--- src/rtl/opti_mult_pkg.sv ---
// Shared definitions for the Booth multiplier and future MAC blocks:
// Booth digit codes, row-count helper and the round/saturate function.
// Build option OPTI_MULT_RNE_EN: when defined, exact ties round to an even
// result LSB; otherwise ties round half up (toward +inf).
package opti_mult_pkg;

  // Booth radix-4 digit encodings
  localparam logic [2:0] B_ZERO = 3'd0;
  localparam logic [2:0] B_P1   = 3'd1;
  localparam logic [2:0] B_P2   = 3'd2;
  localparam logic [2:0] B_M1   = 3'd3;
  localparam logic [2:0] B_M2   = 3'd4;

  // Working width for the shared rounding function; callers sign-extend into it
  localparam int MAX_W = 64;

  typedef struct packed {
    logic                    sat;
    logic signed [MAX_W-1:0] p;
  } sat_res_t;

  // Number of radix-4 Booth rows for a w-bit recoded operand
  function automatic int booth_rows(input int w);
    return w / 2;
  endfunction

  // Round the exact product down by 'shift' bits, then clip to out_w signed bits
  function automatic sat_res_t sat_round(input logic signed [MAX_W-1:0] full,
                                         input int shift, input int out_w);
    logic signed [MAX_W-1:0] one;
    logic signed [MAX_W-1:0] half;
    logic signed [MAX_W-1:0] mask;
    logic signed [MAX_W-1:0] r;
    logic signed [MAX_W-1:0] q;
    logic signed [MAX_W-1:0] max_v;
    logic signed [MAX_W-1:0] min_v;
    sat_res_t res;
    res   = '0;
    one   = {{(MAX_W-1){1'b0}}, 1'b1};
    half  = one << (shift - 1);
    mask  = (half << 1) - one;
    r     = full + half;
    q     = r >>> shift;
`ifdef OPTI_MULT_RNE_EN
    // Exact tie already rounded up; step back if that produced an odd LSB
    if (((full & mask) == half) && q[0]) q = q - one;
`else
    // Round half up needs no tie handling; mask only matters for RNE
    if (mask == '0) q = q;
`endif
    max_v = (one << (out_w - 1)) - one;
    min_v = -max_v - one;
    if (q > max_v) begin
      res.p   = max_v;
      res.sat = 1'b1;
    end else if (q < min_v) begin
      res.p   = min_v;
      res.sat = 1'b1;
    end else begin
      res.p   = q;
      res.sat = 1'b0;
    end
    return res;
  endfunction

endpackage

--- src/rtl/opti_booth_row.sv ---
// One radix-4 Booth row: recode a 3-bit window of the multiplicand into a
// digit in {0,+1,+2,-1,-2} and form digit * sext(b) << SH at full product width.
module opti_booth_row
  import opti_mult_pkg::*;
#(
  parameter int B_W = 16,
  parameter int P_W = 32,
  parameter int SH  = 0
) (
  input  logic [2:0]     trip,
  input  logic [B_W-1:0] b,
  output logic [P_W-1:0] pp
);

  logic [2:0]     digit;
  logic [P_W-1:0] bx;
  logic [P_W-1:0] mag;

  // Recode window, then select the signed multiple of b and align it
  always_comb begin
    digit = B_ZERO;
    case (trip)
      3'b001, 3'b010: digit = B_P1;
      3'b011:         digit = B_P2;
      3'b100:         digit = B_M2;
      3'b101, 3'b110: digit = B_M1;
      default:        digit = B_ZERO;
    endcase
    bx  = P_W'(signed'(b));
    mag = '0;
    case (digit)
      B_P1:    mag = bx;
      B_P2:    mag = bx << 1;
      B_M1:    mag = -bx;
      B_M2:    mag = -(bx << 1);
      default: mag = '0;
    endcase
    pp = mag << SH;
  end

endmodule

--- src/rtl/opti_booth_mult_p.sv ---
// Pipelined radix-4 Booth signed multiplier with round/saturate output.
// Stage 0 registers a/b, stages 1..N add one Booth row each into an exact
// (A_W+B_W)-bit accumulator, stage N+1 rounds and clips. Latency N+2.
// Build option OPTI_MULT_RNE_EN selects round-half-even on exact ties
// (handled inside opti_mult_pkg::sat_round).
//
// Handshake: a beat moves in when in_valid & in_ready and out when
// out_valid & out_ready. stall = out_valid & ~out_ready freezes every stage
// (single global enable), so p/sat hold while stalled and bubbles are kept.
// in_ready is low during reset and for the first cycle after release.
module opti_booth_mult_p
  import opti_mult_pkg::*;
#(
  parameter int A_W      = 16,
  parameter int B_W      = 16,
  parameter int A_FRAC   = 14,
  parameter int B_FRAC   = 14,
  parameter int OUT_W    = 16,
  parameter int OUT_FRAC = 14
) (
  input  logic             clk,
  input  logic             rst_n,
  input  logic             in_valid,
  output logic             in_ready,
  input  logic [A_W-1:0]   a,
  input  logic [B_W-1:0]   b,
  output logic             out_valid,
  input  logic             out_ready,
  output logic [OUT_W-1:0] p,
  output logic             sat
);

  localparam int N     = booth_rows(A_W);
  localparam int P_W   = A_W + B_W;
  localparam int SHIFT = A_FRAC + B_FRAC - OUT_FRAC;

  if ((A_W % 2) != 0 || A_W < 4) begin : g_bad_a_w
    $error("opti_booth_mult_p: A_W must be even and >= 4");
  end
  if (SHIFT < 1) begin : g_bad_shift
    $error("opti_booth_mult_p: A_FRAC+B_FRAC-OUT_FRAC must be >= 1");
  end
  if (P_W > MAX_W - 2) begin : g_bad_p_w
    $error("opti_booth_mult_p: A_W+B_W too wide for sat_round");
  end

  logic                     rdy_q;
  logic                     stall;
  logic                     en;
  logic [N:0]               v_q;
  logic [A_W-1:0]           a_q [0:N-1];
  logic [B_W-1:0]           b_q [0:N-1];
  logic [N:1][P_W-1:0]      acc_q;
  logic [N-1:0][P_W-1:0]    pp;
  sat_res_t                 res;

  assign stall    = out_valid & ~out_ready;
  assign en       = ~stall;
  assign in_ready = rdy_q & ~stall;

  // Partial-product rows; row k reads the operands held in stage k
  for (genvar k = 0; k < N; k++) begin : g_row
    logic [2:0] trip;
    if (k == 0) begin : g_first
      assign trip = {a_q[0][1:0], 1'b0};
    end else begin : g_rest
      assign trip = a_q[k][2*k+1:2*k-1];
    end
    opti_booth_row #(
      .B_W (B_W),
      .P_W (P_W),
      .SH  (2*k)
    ) u_row (
      .trip (trip),
      .b    (b_q[k]),
      .pp   (pp[k])
    );
  end

  // Round and saturate the exact product leaving the last row stage
  always_comb begin
    res = sat_round(MAX_W'(signed'(acc_q[N])), SHIFT, OUT_W);
  end

  // Hold off input acceptance until the first clock after reset release
  always_ff @(posedge clk or negedge rst_n) begin
    if (!rst_n) rdy_q <= 1'b0;
    else        rdy_q <= 1'b1;
  end

  // Pipeline registers, all advancing together under the global enable
  always_ff @(posedge clk or negedge rst_n) begin
    if (!rst_n) begin
      for (int k = 0; k < N; k++) begin
        a_q[k] <= '0;
        b_q[k] <= '0;
      end
      v_q       <= '0;
      acc_q     <= '0;
      out_valid <= 1'b0;
      p         <= '0;
      sat       <= 1'b0;
    end else if (en) begin
      v_q    <= {v_q[N-1:0], in_valid & in_ready};
      a_q[0] <= a;
      b_q[0] <= b;
      for (int k = 1; k < N; k++) begin
        a_q[k] <= a_q[k-1];
        b_q[k] <= b_q[k-1];
      end
      acc_q[1] <= pp[0];
      for (int k = 1; k < N; k++) begin
        acc_q[k+1] <= acc_q[k] + pp[k];
      end
      out_valid <= v_q[N];
      if (v_q[N]) begin
        p   <= res.p[OUT_W-1:0];
        sat <= res.sat;
      end
    end
  end

endmodule

--- config.mk ---
export PLATFORM = sky130hd
export DESIGN_NAME = opti_booth_mult_p
export DESIGN_NICKNAME = d
export VERILOG_FILES = /design/src/rtl/opti_mult_pkg.sv /design/src/rtl/opti_booth_row.sv /design/src/rtl/opti_booth_mult_p.sv
export SDC_FILE = /design/constraint.sdc
export NUM_CORES = 1
export LEC_CHECK = 0
export BUFFER_PORTS_ARGS = -buffer_cell sky130_fd_sc_hd__clkbuf_2
export CAP_MARGIN = 20
export CORE_UTILIZATION = 54
export CTS_CLUSTER_SIZE = 16
export DETAILED_ROUTE_END_ITERATION = 10
export PLACE_DENSITY = 0.75
export SLEW_MARGIN = 10
export SYNTH_ARGS = -nofsm -noshare
export SYNTH_HDL_FRONTEND = slang
export SYNTH_SLANG_ARGS = --single-unit
--- constraint.sdc ---
create_clock -name clk -period 6.45 [get_ports clk]
set_input_delay 1.29 -clock clk [delete_from_list [all_inputs] [get_ports clk]]
set_output_delay 1.29 -clock clk [all_outputs]
set_load 0.02 [all_outputs]
==> impl_metrics.tcl, run 1 <==
set metrics [dict create \
    fp.coreArea_mm2 0.0540 \
    r2r-end "acc_q[61]$_DFFE_PN0N_" \
    io_buffers 54 \
    cts_tree "built" \
    clockRootBuffer "clkbuf_16" \
    place.gp.congestion 0.928 \
    overflow 0 \
    whs_endpoint "a_q[60]$_DFFE_PN0N_" \
    synthArstFlopShare_pct 100 \
    diodes 0 \
    dpl.hpwl_um 51000 \
    drv_slew 0 \
    cts_max_level 2 \
    post_drt_wl_per_cell_um 16.1 \
    dieArea_mm2 0.0558 \
    synth_commonest_cells "nand2_1, dfrtp_1, nor2_1" \
    hold_buffers 0 \
    syn_to_final_growth_pct 6.64 \
    period_minus_slack_ps 5470 \
    ys_top_cells_by_area "dfrtp_1, nand2_1, ha_1, xnor2_1, o21ai_0" \
    clockBufferDepth 3 \
    r2r_cells 21 \
    grt_pass1_wl_um 121000 \
    r2r_slack_ps 980 \
    timing.rr.start "b_q[96]$_DFFE_PN0N_" \
    yosys.cell_types.count 89 \
    syn_area_per_cell_um2 7.82 \
    skew_ps 24.5 \
    track_usage_pct 25.6 \
    hp-class "reg -> reg" \
    nets 3864 \
    slew_headroom_pct 30.4 \
    die_h_um 236 \
    clkLatencyLatePin_ps 590 \
    start_util_pct 54.8 \
    holdCritStartpoint "a_q[60]$_DFFE_PN0N_" \
    antenna_found_initial 0 \
    numClockSinks 423 \
    die_width_um 236 \
    drcViolationCount 0 \
    dr.pass1.iters 5 \
    syn_area_mm2 0.0296 \
    synth_top_flop_cell "dfrtp_1" \
    finalSetupViolations 0 \
    drive_above_1_share_pct 5.17 \
    num_vias 25726 \
    synth_top_cell_area_share_pct 35.8 \
    grt_max_degree 196 \
    end_kind "register" \
    drt_iter0_drc 1857 \
    ys_warn_count 0 \
    cts_buffers 47 \
    syn_inst 3784 \
    rows 85 \
    synth_nets 3987 \
    fin_setup_tns_ps 0 \
    grt_pass1_vias 24310 \
    ctsResizeCount 0 \
    worstSetupStartpointType "register" \
    synth_seq_area_share_pct 35.8 \
    finalHoldViolations 0 \
    cap_violations 0 \
    status "finished clean" \
    whs_path_depth 2 \
    cts_setup_buffers 0 \
    finalCritPeriodShare_pct 84.8 \
    ys_ff_latch 423 \
    io_pins 55 \
    worstPathArrival_ps 5970 \
    drtAntennaViolNets 0 \
    crit_fanout 8 \
    finalWirelength_um 70500 \
    worst_pin_slew_ps 1040 \
    path_class "reg -> reg" \
    post_drt_via_cell_ratio 5.86 \
    critical_path_required_ps 6950 \
    clk_pin_slew_ps 60 \
    synth.largest_area_cell "dfrtp_1" \
    post-synth-top-count-cell "nand2_1" \
    synth_edf_count 0 \
    max_freq_mhz 183 \
    rsz0062_at_grt "no" \
]
state kept, by name, indices dropped and copies added (netlist names):
signal and flops:
acc_q 188, sat 1, v_q 9, p 16, out_valid 1, a_q 79
rdy_q 1, b_q 128
cell usage in the layout (no fill, tap or decap), drive strengths merged, types with 16 or more instances in the layout:
master,count
a211oi,23
a21o,60
a21oi,259
a221oi,55
a22oi,24
a31oi,27
and2,21
and3,25
buf,33
clkbuf,122
dfrtp,423
ha,165
inv,91
mux2i,16
nand2,885
nand2b,37
nand3,53
nand4,22
nor2,314
nor2b,27
nor3,85
o211ai,38
o21a,39
o21ai,272
o22ai,20
o31ai,40
or3,43
xnor2,163
xor2,108
per-stage QoR:
stage	instances	hold slack, ps	worst slack (ps)	utilization (%)	cell area [um2]
2_1_floorplan	3784	439	1750	-	29600
3_3_place_gp	4306	450	1160	55.6	30000
3_5_place_dp	4306	455	1030	55.6	30000
4_1_cts	4389	468	998	58.4	31500
5_1_grt	4391	486	513	58.4	31600
6_report	4391	463	978	58.4	31600
worst max-delay path by stage:
stage	depth (start not counted)	slack, ps	to	from
after floorplan	22	1750	acc_q[61]$_DFFE_PN0N_	b_q[96]$_DFFE_PN0N_
after global placement	21	1160	acc_q[61]$_DFFE_PN0N_	b_q[96]$_DFFE_PN0N_
after detailed placement	21	1030	acc_q[61]$_DFFE_PN0N_	b_q[96]$_DFFE_PN0N_
after CTS	21	1000	acc_q[61]$_DFFE_PN0N_	b_q[96]$_DFFE_PN0N_
after global routing	21	510	acc_q[61]$_DFFE_PN0N_	b_q[96]$_DFFE_PN0N_
final	21	980	acc_q[61]$_DFFE_PN0N_	b_q[96]$_DFFE_PN0N_
routing by layer:
| layer | routed length [um] | vias up | global-route usage, % | share of wire (%) |
|---|---|---|---|---|
| met3 | 2770 | 126 | 2.49 | 3.9 |
| met2 | 34000 | 547 | 43.9 | 48 |
| li1 | - | 12921 | - | - |
| met5 | 0 | - | 0 | 0 |
| met1 | 31800 | 12132 | 34.0 | 45 |
| met4 | 1910 | 0 | 8.30 | 2.7 |
cell families (layout without fill, tap and decap cells):
kind of cell / Yosys count / count (layout) / share of synthesized area, %
XOR/XNOR: 271 / 271 / 8.02
multiplexers: 19 / 19 / 0.655
AND/OR/NAND/NOR: 1578 / 1578 / 23.0
other: 1 / 1 / 0.0127
adder cells (fa/ha/maj): 167 / 167 / 7.11
AO/OA/AOI/OAI: 976 / 976 / 20.9
flip-flops: 423 / 423 / 35.8
buffers and inverters: 349 / 260 / 4.55
worst max-delay path: stages, from the launching register on:
cell and delay (ps):
dfrtp_1 440, inv_1 100, ha_1 210, or3b_1 420, or3_1 460, nor3_1 380
nand2b_1 160, nand2_1 110, xnor2_1 90, a22oi_1 190, nor2_1 60, a311o_1 360
ha_1 340, o21ai_0 120, o2bb2ai_1 150, a211o_1 280, o21ai_0 120, a211oi_1 180
a21oi_1 490, a31oi_1 190, a221o_1 340, o21ai_0 160
cell type report:
cell class / instances / area (um2)
Clock inverter: 14 / 170
Inverter: 91 / 342
Sequential cell: 423 / 10600
Clock buffer: 69 / 1330
Tap cell: 696 / 871
Multi-Input combinational cell: 3012 / 17700
Fill cell: 5000 / 22500
Timing Repair Buffer: 86 / 583
Power of run 1 is not shown: default switching activity piles up to over one toggle a cycle in this logic, so the estimate is an artifact.
==> run 2: changes to the inputs <==
--- a/config.mk
+++ b/config.mk
@@ -10,7 +10,7 @@
 export CORE_UTILIZATION = 54
 export CTS_CLUSTER_SIZE = 16
 export DETAILED_ROUTE_END_ITERATION = 10
-export PLACE_DENSITY = 0.75
+export PLACE_DENSITY = 0.78
 export SLEW_MARGIN = 10
 export SYNTH_ARGS = -nofsm -noshare
 export SYNTH_HDL_FRONTEND = slang
==> constraint.sdc (replaced) <==
create_clock -name clk -period 4.9 [get_ports clk]
set_input_delay 0.98 -clock clk [delete_from_list [all_inputs] [get_ports clk]]
set_output_delay 0.98 -clock clk [all_outputs]
set_load 0.02 [all_outputs]
==> run 2 against run 1 <==
Compared with the run above: global-route usage grew 1.4 points; clock skew grew 6.7 ps; flip-flop and latch count is the same; critical path type unchanged; critical endpoint is now acc_q[94]$_DFFE_PN0N_; largest cell class unchanged.
==> impl_metrics.tcl, run 2 (same netlist as run 1, synthesis figures left out) <==
set metrics [dict create \
    crit_end "acc_q[94]$_DFFE_PN0N_" \
    place.gp.congestion 0.934 \
    end_kind "register" \
    r2r-end "acc_q[94]$_DFFE_PN0N_" \
    fin_setup_tns_ps 0 \
    die_width_um 236 \
    post_drt_via_cell_ratio 5.94 \
    grt_pass1_vias 25367 \
    r2r_cells 18 \
    syn_to_final_growth_pct 10.1 \
    cp_slowest_cell "or4_4" \
    worstSetupStartpointType "register" \
    rows 85 \
    dpl.hpwl_um 54400 \
    largest_reg_flops 188 \
    max_freq_mhz 210 \
    finalCritPeriodShare_pct 97.0 \
    fp.coreArea_mm2 0.0540 \
    clockRootBuffer "clkbuf_16" \
    r2r_slack_ps 150 \
    io_buffers 54 \
    die_h_um 236 \
    final_cell_mix "nand2_1, dfrtp_1, nor2_1" \
    critPathMaxStageDelay_ps 470 \
    numClockSinks 423 \
    hp-class "in -> async" \
    diodes 0 \
    antenna_found_initial 0 \
    start_util_pct 54.8 \
    top_regs "acc_q: 188 flops, b_q: 128 flops, a_q: 79 flops" \
    status "finished clean" \
    timing.rr.start "b_q[87]$_DFFE_PN0N_" \
    cap_violations 0 \
    crit_path_start "b_q[87]$_DFFE_PN0N_" \
    crit_chain "or3_1, or4_4, or3_4, or2_4, nand2_1, xnor2_1, a221oi_1, a31oi_1, ha_2, nand3_1, o21ai_0, a21oi_2, o31ai_1, o2111ai_2, a31oi_2, nor2_1, xor2_1, o21ai_0" \
    cts_buffers 47 \
    finalHoldViolations 0 \
    finalWirelength_um 75600 \
    path_class "reg -> reg" \
    finalSetupViolations 0 \
    clockBufferDepth 3 \
    period_minus_slack_ps 4750 \
    final_common_cell "nand2_1" \
    clk_pin_slew_ps 60 \
    grt_pass1_wl_um 126000 \
    worstPathArrival_ps 5260 \
    drv_slew 0 \
    critical_path_depth 18 \
    drcViolationCount 0 \
    dr.pass1.iters 7 \
    cts_max_level 2 \
    io_pins 55 \
    critical_path_required_ps 5400 \
    overflow 0 \
    top_register "acc_q" \
    crit_family "simple AND/OR/NAND/NOR gates" \
    slew_headroom_pct 29.7 \
    skew_ps 31.1 \
    drt_iter0_drc 2027 \
    clkLatencyLatePin_ps 610 \
    path_buf_inv 0 \
    crit_fanout 7 \
    num_vias 26643 \
    worst_pin_slew_ps 1050 \
    cts_tree "built" \
    crit_top_cell "o21ai_0" \
    dieArea_mm2 0.0558 \
    nets 3960 \
    post_drt_wl_per_cell_um 16.9 \
    drtAntennaViolNets 0 \
    track_usage_pct 27.1 \
    grt_max_degree 230 \
    drive_above_1_share_pct 8.76 \
    hold_buffers 0 \
]
run 2: cell types whose count changed in the layout (fill, tap and decap cells not counted), sizes merged:
cell / previous run / this run
bufinv: 3 / 5
inv: 91 / 92
clkinv: 10 / 9
clkbuf: 122 / 118
buf: 33 / 129
clkinvlp: 1 / 2
run 2: final cells by class:
cell class              instances  area (um2)
flip-flops and latches        423       10600
inverters                      91         342
repair buffers                182        1330
well taps                     696         871
clock buffers                  65        1310
fillers                      4817       21400
multi-input cells            3012       17900
clock inverters                17         249
run 2: layer usage:
layer / part of all wire [%] / global-route usage, % / vias up
met2: 48 / 46.1 / 726
li1: - / - / 13103
met4: 3.4 / 9.47 / 0
met1: 44 / 35.7 / 12633
met5: 0 / 0 / -
met3: 4.6 / 2.88 / 181
run 2: worst min path at each step:
stage	from	to	slack, ps	cells past startpoint
after floorplan	a_q[100]$_DFFE_PN0N_	a_q[100]$_DFFE_PN0N_	440	2
after global placement	v_q[0]$_DFFE_PN0N_	v_q[0]$_DFFE_PN0N_	450	2
after detailed placement	a_q[45]$_DFFE_PN0N_	a_q[45]$_DFFE_PN0N_	460	2
after CTS	rst_n	p[15]$_DFFE_PN0P_	460	1
after global routing	rst_n	acc_q[254]$_DFFE_PN0N_	450	1
final	rst_n	p[15]$_DFFE_PN0P_	380	1
run 2: through the flow:
| step | worst slack (ps) | instances | area, um2 | utilization [%] | hold WS (ps) |
|---|---|---|---|---|---|
| after global routing | -150 | 4486 | 32600 | 60.3 | 447 |
| after detailed placement | -20.8 | 4396 | 30700 | 56.9 | 455 |
| final | 145 | 4486 | 32600 | 60.3 | 385 |
| after floorplan | 197 | 3784 | 29600 | - | 439 |
| after global placement | 51.8 | 4396 | 30700 | 56.9 | 449 |
| after CTS | 6.44 | 4478 | 32300 | 59.8 | 459 |
run 2: repair_timing:
item | CTS | global route
buffers inserted | 0 | 6
gates resized for setup | 1 | 51
pin swaps | 0 | 16
endpoints found under the setup margin | 1 | 30
Power of run 2 is left out for the same reason.
